--- config.mk ---
export PLATFORM = sky130hd
export DESIGN_NAME = fp_mul_seq
export DESIGN_NICKNAME = d
export VERILOG_FILES = /design/src/rtl/fp_mul_seq.sv
export SDC_FILE = /design/constraint.sdc
export NUM_CORES = 1
export LEC_CHECK = 0
export ABC_AREA = 1
export CORE_AREA = 2 2 181 271
export CTS_CLUSTER_DIAMETER = 50
export DETAILED_ROUTE_END_ITERATION = 6
export DIE_AREA = 0 0 183 273
export GPL_ROUTABILITY_DRIVEN = 0
export PLACE_DENSITY = 0.51
export RECOVER_POWER = 25
export SLEW_MARGIN = 10
export SYNTH_ARGS = -nofsm -noshare
export SYNTH_HDL_FRONTEND = slang
export SYNTH_SLANG_ARGS = --single-unit
--- constraint.sdc ---
create_clock -name clk -period 13 [get_ports clk]
set_input_delay 2.6 -clock clk [delete_from_list [all_inputs] [get_ports clk]]
set_output_delay 2.6 -clock clk [all_outputs]
set_load 0.02 [all_outputs]
--- src/rtl/fp_mul_seq.sv ---
// Multi-cycle binary32 multiplier with flush-to-zero, shift-add mantissa datapath
// retiring BITS_PER_CYC multiplier bits per cycle, and valid/ready on both sides.
module fp_mul_seq #(
  parameter int BITS_PER_CYC = 4
) (
  input  logic        clk,
  input  logic        rst_n,
  input  logic        in_valid,
  output logic        in_ready,
  input  logic [31:0] fp_X,
  input  logic [31:0] fp_Y,
  input  logic [2:0]  r_mode,
  output logic        out_valid,
  input  logic        out_ready,
  output logic [31:0] fp_Z,
  output logic        ovrf,
  output logic        udrf
);

  localparam int B = BITS_PER_CYC;
  localparam int K = 24 / BITS_PER_CYC;
  localparam int W = 24 + BITS_PER_CYC;

  typedef enum logic [1:0] {
    S_IDLE = 2'd0,
    S_MUL  = 2'd1,
    S_RND  = 2'd2,
    S_DONE = 2'd3
  } state_t;

  state_t r_state;
  state_t w_state_nxt;

  logic        r_sign;
  logic [7:0]  r_ex;
  logic [7:0]  r_ey;
  logic [23:0] r_mx;
  logic [23:0] r_my;
  logic [47:0] r_acc;
  logic [4:0]  r_cnt;
  logic [2:0]  r_rmode;
  logic [31:0] r_z;
  logic        r_ovrf;
  logic        r_udrf;

  function automatic logic is_zero(input logic [31:0] op);
    is_zero = (op[30:23] == 8'h00);
  endfunction

  function automatic logic is_nan(input logic [31:0] op);
    is_nan = (op[30:23] == 8'hFF) && (op[22:0] != 23'd0);
  endfunction

  function automatic logic is_inf(input logic [31:0] op);
    is_inf = (op[30:23] == 8'hFF) && (op[22:0] == 23'd0);
  endfunction

  // Overflow saturates to infinity unless the rounding direction points back toward zero.
  function automatic logic ovf_to_inf(input logic [2:0] mode, input logic sign);
    case (mode)
      3'b001:  ovf_to_inf = 1'b0;
      3'b010:  ovf_to_inf = sign;
      3'b011:  ovf_to_inf = ~sign;
      default: ovf_to_inf = 1'b1;
    endcase
  endfunction

  logic        w_accept;
  logic        w_sign_in;
  logic        w_special;
  logic [31:0] w_spec_z;

  assign w_accept  = in_valid && (r_state == S_IDLE);
  assign w_sign_in = fp_X[31] ^ fp_Y[31];
  assign w_special = is_zero(fp_X) || is_zero(fp_Y) || is_nan(fp_X) || is_nan(fp_Y) ||
                     is_inf(fp_X) || is_inf(fp_Y);

  // Special-case result: NaN/invalid, infinity, or signed zero.
  always_comb begin
    w_spec_z = {w_sign_in, 31'd0};
    if (is_nan(fp_X) || is_nan(fp_Y) ||
        (is_zero(fp_X) && is_inf(fp_Y)) || (is_inf(fp_X) && is_zero(fp_Y))) begin
      w_spec_z = 32'h7FC0_0000;
    end else if (is_inf(fp_X) || is_inf(fp_Y)) begin
      w_spec_z = {w_sign_in, 31'h7F80_0000};
    end else begin
      w_spec_z = {w_sign_in, 31'd0};
    end
  end

  // One shift-add step: low B bits of mantX times mantY join the upper accumulator half.
  logic [W-1:0]  w_pp;
  logic [W:0]    w_hi_sum;
  logic [W+24:0] w_cat;
  logic [47:0]   w_acc_nxt;

  assign w_pp      = {{B{1'b0}}, r_my} * {{24{1'b0}}, r_mx[B-1:0]};
  assign w_hi_sum  = {{(B + 1){1'b0}}, r_acc[47:24]} + {1'b0, w_pp};
  assign w_cat     = {w_hi_sum, r_acc[23:0]};
  assign w_acc_nxt = w_cat[B +: 48];

  // State register.
  always_ff @(posedge clk) begin
    if (!rst_n) begin
      r_state <= S_IDLE;
    end else begin
      r_state <= w_state_nxt;
    end
  end

  // Next-state logic.
  always_comb begin
    w_state_nxt = r_state;
    case (r_state)
      S_IDLE: begin
        if (w_accept) begin
          if (w_special) begin
            w_state_nxt = S_DONE;
          end else begin
            w_state_nxt = S_MUL;
          end
        end else begin
          w_state_nxt = S_IDLE;
        end
      end
      S_MUL: begin
        if (r_cnt == 5'(K - 1)) begin
          w_state_nxt = S_RND;
        end else begin
          w_state_nxt = S_MUL;
        end
      end
      S_RND: w_state_nxt = S_DONE;
      S_DONE: begin
        if (out_ready) begin
          w_state_nxt = S_IDLE;
        end else begin
          w_state_nxt = S_DONE;
        end
      end
      default: w_state_nxt = S_IDLE;
    endcase
  end

  // Handshake outputs decoded from the state register.
  always_comb begin
    in_ready  = 1'b0;
    out_valid = 1'b0;
    case (r_state)
      S_IDLE:  in_ready  = 1'b1;
      S_DONE:  out_valid = 1'b1;
      default: begin
        in_ready  = 1'b0;
        out_valid = 1'b0;
      end
    endcase
  end

  // Operand capture on accept, then one multiplier digit per MUL cycle.
  always_ff @(posedge clk) begin
    if (!rst_n) begin
      r_sign  <= 1'b0;
      r_ex    <= 8'd0;
      r_ey    <= 8'd0;
      r_mx    <= 24'd0;
      r_my    <= 24'd0;
      r_acc   <= 48'd0;
      r_cnt   <= 5'd0;
      r_rmode <= 3'd0;
    end else if (w_accept) begin
      r_sign  <= w_sign_in;
      r_ex    <= fp_X[30:23];
      r_ey    <= fp_Y[30:23];
      r_mx    <= {1'b1, fp_X[22:0]};
      r_my    <= {1'b1, fp_Y[22:0]};
      r_acc   <= 48'd0;
      r_cnt   <= 5'd0;
      r_rmode <= r_mode;
    end else if (r_state == S_MUL) begin
      r_acc <= w_acc_nxt;
      r_mx  <= r_mx >> B;
      r_cnt <= r_cnt + 5'd1;
    end
  end

  logic signed [9:0] w_e0;
  logic signed [9:0] w_e1;
  logic signed [9:0] w_e2;
  logic [22:0]       w_mant;
  logic              w_guard;
  logic              w_sticky;
  logic              w_inc;
  logic [23:0]       w_mant_sum;
  logic [22:0]       w_mant_r;
  logic [31:0]       w_rnd_z;
  logic              w_rnd_ovrf;
  logic              w_rnd_udrf;

  assign w_e0 = $signed({2'b00, r_ex}) + $signed({2'b00, r_ey}) - 10'sd127;

  // Normalise, round and classify the finished product.
  always_comb begin
    w_mant     = 23'd0;
    w_guard    = 1'b0;
    w_sticky   = 1'b0;
    w_e1       = w_e0;
    w_inc      = 1'b0;
    w_mant_r   = 23'd0;
    w_e2       = w_e0;
    w_rnd_z    = 32'd0;
    w_rnd_ovrf = 1'b0;
    w_rnd_udrf = 1'b0;
    if (r_acc[47]) begin
      w_mant   = r_acc[46:24];
      w_guard  = r_acc[23];
      w_sticky = |r_acc[22:0];
      w_e1     = w_e0 + 10'sd1;
    end else begin
      w_mant   = r_acc[45:23];
      w_guard  = r_acc[22];
      w_sticky = |r_acc[21:0];
      w_e1     = w_e0;
    end
    case (r_rmode)
      3'b001:  w_inc = 1'b0;
      3'b010:  w_inc = r_sign & (w_guard | w_sticky);
      3'b011:  w_inc = ~r_sign & (w_guard | w_sticky);
      3'b100:  w_inc = w_guard;
      default: w_inc = w_guard & (w_sticky | w_mant[0]);
    endcase
    w_mant_sum = {1'b0, w_mant} + {23'd0, w_inc};
    if (w_mant_sum[23]) begin
      w_mant_r = 23'd0;
      w_e2     = w_e1 + 10'sd1;
    end else begin
      w_mant_r = w_mant_sum[22:0];
      w_e2     = w_e1;
    end
    if (w_e1 <= 10'sd0) begin
      w_rnd_z    = {r_sign, 31'd0};
      w_rnd_udrf = 1'b1;
    end else if (w_e2 >= 10'sd255) begin
      w_rnd_ovrf = 1'b1;
      if (ovf_to_inf(r_rmode, r_sign)) begin
        w_rnd_z = {r_sign, 31'h7F80_0000};
      end else begin
        w_rnd_z = {r_sign, 31'h7F7F_FFFF};
      end
    end else begin
      w_rnd_z = {r_sign, w_e2[7:0], w_mant_r};
    end
  end

  // Result registers: loaded at special-case accept or at the end of RND.
  always_ff @(posedge clk) begin
    if (!rst_n) begin
      r_z    <= 32'd0;
      r_ovrf <= 1'b0;
      r_udrf <= 1'b0;
    end else if (w_accept && w_special) begin
      r_z    <= w_spec_z;
      r_ovrf <= 1'b0;
      r_udrf <= 1'b0;
    end else if (r_state == S_RND) begin
      r_z    <= w_rnd_z;
      r_ovrf <= w_rnd_ovrf;
      r_udrf <= w_rnd_udrf;
    end
  end

  assign fp_Z = r_z;
  assign ovrf = r_ovrf;
  assign udrf = r_udrf;

endmodule
* Yosys cells after proc, flatten, opt, wreduce, memory -nomap -nowiden
Cells that the tools add are included.
** Word-level totals
- Memories kept :: 0
- Register bits :: 157
- Latch bits :: 0
- Output and inout port bits :: 36
- RAM bits :: 0
- Logic and storage cells :: 99
- Memory bits (read-only) :: 0
** Operators by class
- Multipliers :: 1
- Shift-type cells :: 0
- Add/sub/neg operators :: 7
- Magnitude comparators :: 2
- Bitwise gates (word level) :: 8
- Equal/unequal tests :: 10
- Divide/modulo/power cells :: 0
- Reductions and logical operators :: 30
- Multiplexer cells :: 29
** Operators with widths (count)
- two-way mux 32 bit :: 3
- two-way mux 31 bit :: 3
- two-way mux 24 bit :: 3
- logical NOT 23 bit :: 2
- two-way mux 23 bit :: 2
- nonzero test 23 bit :: 2
- adder 24 x 28 -> 28 bit :: 1
- multiplier 24 x 4 -> 28 bit :: 1
- adder 23 x 1 -> 24 bit :: 1
- OR reduction 23 bit :: 1
- OR reduction 22 bit :: 1
- adder 10 x 2 -> 10 bit (second input constant) :: 2
- two-way mux 10 bit :: 2
- == test 8 bit (second input constant) :: 2
- logical NOT 8 bit :: 2
- >= comparator 10 x 9 -> 1 bit (second input constant) :: 1
- less-or-equal comparator 10 x 1 -> 1 bit (second input constant) :: 1
- subtractor 9 x 7 -> 10 bit (second input constant) :: 1
- adder 8 x 8 -> 9 bit :: 1
- logical OR 1 bit :: 9
- two-way mux 1 bit :: 9
- logical AND 1 bit :: 8
- two-way mux 2 bit :: 4
- one-hot mux 2 bit (4 select lines) :: 1
- other kinds (16) :: 24

* Depth between registers and ports, before layout
- Depth in word-level cells :: 15
- Depth in mapped cells :: 29

* Least setup slack after synthesis
OpenSTA, ideal clock, no wires.
- Path kind :: reg2reg
- Start point :: register r_mx[3]
- End point :: register r_acc[44]
- Cell stages (with the launch flop) :: 24
- Clock period less this slack :: 4355 ps
- Slack :: 8645 ps
- Arrival time :: 4246 ps
- Buffers on the path :: 2
- Required time :: 12891 ps
- Setup time :: 109 ps
- Cells stage by stage :: dfxtp_1 > clkbuf_1 > clkbuf_1 > nand2_1 > fa_1 > inv_1 > fa_1 > fa_1 > ha_1 > nand2_1 > inv_1 > a21oi_1 > inv_1 > nand2_1 > nand2_1 > a21oi_1 > inv_1 > a21oi_1 > o21bai_1 > nand3_1 > a21o_1 > nand3_1 > nand2_1 > inv_1
** Between the ends
- Cells in the longest elaborated chain, start to end :: 2
** Ends and longest elaborated chain
- start: declaration :: line 37 : logic [23:0] r_mx;
- start signal: assignment :: line 174 : r_mx <= {1'b1, fp_X[22:0]};
- start signal: assignment :: line 181 : r_mx <= r_mx >> B;
- multiplier 24 x 4 -> 28 bit :: line 97 : assign w_pp = {{B{1'b0}}, r_my} * {{24{1'b0}}, r_mx[B-1:0]};
- adder 24 x 28 -> 28 bit :: line 98 : assign w_hi_sum = {{(B + 1){1'b0}}, r_acc[47:24]} + {1'b0, w_pp};
- end signal: assignment :: line 180 : r_acc <= w_acc_nxt;
- end: declaration :: line 39 : logic [47:0] r_acc;
No other way between the ends.
A chain may end at the register's enable or synchronous reset.

* Worst setup path after layout
- Start point :: input port rst_n
- End point :: register r_acc[37]
** Between the ends
- Cells in the longest elaborated chain, start to end :: 2
** Ends and longest elaborated chain
- start: declaration :: line 7 : input logic rst_n,
- NOT 1 bit (no source line)
- OR reduction 2 bit (no source line)
No other way between the ends.

==> flow_summary.ini <==
[worst_setup_path]
path_class = input port to flop
endpoint_kind = flop
arrival_ps = 6570
worstSetupStartpointType = input port
crit_required_ps = 13390
critPathMaxFanout = 53
rr_worst_depth = 19

[timing]
tightest_slew_ps = 2230
setup_violations = 0
period_share_pct = 47.5
period_needed_ps = 6170
fmax_ghz = 0.162
relSlewSlack_pct = -49.0
hold_viol = 0
report.final.slew_viol_count = 54
timing.setup.tns_ps = 0
rsz0062_at_grt = false
fin_skew_ps = 7.73

[synthesis]
synth_top_area_cell = dfxtp_1
synth_common_cells = 475 x nand2_1, 241 x inv_1, 157 x dfxtp_1
yosysMostFrequentCell = nand2_1
syn-num-nets = 1895
synth-edff-count = 0
seq_area_frac_synth_pct = 26.7
yosysWarnings = 0
synth_top_flop_cell = dfxtp_1
async_flop_share_pct = 0
ys_ff_latch = 157
synth.cell_area_sq_um = 11800
syn_inst = 1698
synth_cell_types = 53
synth_top_area_share_pct = 26.7
ys_top_cells_by_area = dfxtp_1 27%, nand2_1 15%, fa_1 12%
avgSynthCellArea_sq_um = 6.92

[global_routing]
antenna_found_initial = 1
grt_max_degree = 68
grt_pass1_wl_um = 58400
grt_pass1_vias = 10900
grt.total_usage_pct = 14.9
overflow = 0

[worst_hold_path]
whs_path_depth = 2
min-delay-path-class = flop to flop

[route]
drt_iter0_drc = 539
vias_per_cell = 4.65
drt-wirelength-per-cell_um = 15.6
routed_wl_um = 37100
drc = 0
final_antenna_net_count = 0
vias = 11100
drtPass1Iterations = 5

[clock_network]
cts_root_buffer = clkbuf_16
cts_made_buffers = 17
cts_tree = done
clk_path_buf_depth = 2
htreeDepth = 4
insertion_delay_ps = 450
clock-sinks = 157
clkTransAtPathRegs_ps = 70
ctsResizeCount = 0
cts_hold_buffers = 0
cts_setup_buffers = 0

[placed_design]
io_buffers = 106
place_hpwl_um = 29400

[pwr]
total_power_mw = 1.37
p_leak_nw = 6.50
peakVddDrop_mv = 0.0977
powerDensity_nw_per_um2 = 98.9

[finish]
drive_above_1_share_pct = 5.23
fillers = 5268
final_net_count = 1963
area_growth_pct = 17.9

[floorplanning]
die_w_um = 183
ioPinCount = 107
die_h_um = 273
rows = 98
initial_core_util_pct = 24.7
die_area_sq_um = 50000
core_sq_um = 47600

[job]
maxCapViolations = 1

[status]
outcome = finished, violations left
violations = capacitance limit, slew limit
[final timing paths]
kind                                       startpoint                endpoint  slack (ps)
worst min register to register  r_acc[1]$_SDFFE_PP0P_   r_acc[1]$_SDFFE_PP0P_         460
worst max-delay path                            rst_n  r_acc[37]$_SDFFE_PP0P_        6830
worst max register to register   r_mx[3]$_SDFFE_PN0P_  r_acc[40]$_SDFFE_PP0P_        7440
worst min-delay path            r_acc[1]$_SDFFE_PP0P_   r_acc[1]$_SDFFE_PP0P_         460
[kinds of logic (layout without fill, tap and decap cells)]
| group | after synthesis | after routing | share of synthesized area [%] |
|---|---|---|---|
| xor+xnor | 36 | 36 | 2.68 |
| compound gates | 337 | 337 | 15.4 |
| flops | 157 | 157 | 26.7 |
| other cells | 0 | 1 | 0 |
| fa+ha+maj | 126 | 126 | 17.8 |
| buf+inv | 315 | 396 | 10.9 |
| simple gates | 727 | 727 | 26.5 |
[power breakdown]
| part | internal (mW) | switching (mW) | total (mW) | leakage, nW |
|---|---|---|---|---|
| Combinational | 0.118 | 0.216 | 0.334 | 4.94 |
| Sequential | 0.506 | 0.0326 | 0.539 | 1.28 |
| Clock | 0.266 | 0.232 | 0.499 | 0.273 |
| Total | 0.890 | 0.481 | 1.37 | 6.50 |
[layer usage]
layer  part of all wire (%)  routed length [um]  track usage [%]  vias to the layer above
met1                     38               14200             15.8                     5247
li1                       -                   -                -                     5569
met2                     55               20500             28.7                      200
met4                    4.4                1640             7.62                        0
met3                    2.1                 770             1.63                       57
met5                      0                   0                0                        -
[metrics by stage]
step	hold WS, ps	instance area [sq um]	std cells	setup WS (ps)	util [%]
after floorplan	433	11800	1698	8650	-
after global placement	447	13300	2347	6730	28.0
after detailed placement	455	13300	2347	6610	28.0
after CTS	465	13900	2379	7080	29.1
after global routing	485	13900	2380	6430	29.1
final	464	13900	2380	6830	29.1
[cell usage in the layout, fill, tap and decap left out, types with 4 or more instances in the layout]
cell type / count
o21ai_1: 20
inv_1: 240
o211ai_1: 8
clkdlybuf4s50_1: 68
a21oi_1: 152
clkinv_2: 4
nor3_1: 13
nor2_4: 5
dlygate4sd3_1: 38
inv_2: 7
xnor2_1: 14
nor2_2: 4
o21ai_0: 108
ha_1: 58
nor2_1: 108
buf_4: 7
nand4_1: 24
dfxtp_1: 156
nor4_1: 14
nand2_2: 14
nand2_1: 475
inv_6: 5
xor2_1: 22
clkbuf_16: 17
nand3_1: 41
a31oi_1: 24
and2_1: 5
o21ai_2: 5
fa_1: 68
[registers in the layout (all words and copies together), names as in the netlist]
name,cells
r_acc,48
fp_Z,32
r_mx,24
r_my,24
r_ex,8
r_ey,8
r_cnt,5
r_rmode,3
r_state,2
ovrf,1
r_sign,1
udrf,1
[final cells by class]
cell class	instances	area, sq um	share of cell area, %
Antenna cell	1	2.50	0.0180
Clock buffer	17	425	3.07
Clock inverter	15	136	0.984
Inverter	250	943	6.80
Multi-Input combinational cell	1226	7340	53.0
Sequential cell	157	3140	22.7
Tap cell	600	751	5.41
Timing Repair Buffer	114	1120	8.06
[critical path, cell delays in order]
cell and delay [ps]:
dlygate4sd3_1 520, clkbuf_1 1590, clkinv_1 320, nor2_1 570, inv_2 480, a21oi_1 240
o21ai_0 120, inv_1 80
Note: power is estimated with default switching activity, not from simulation.
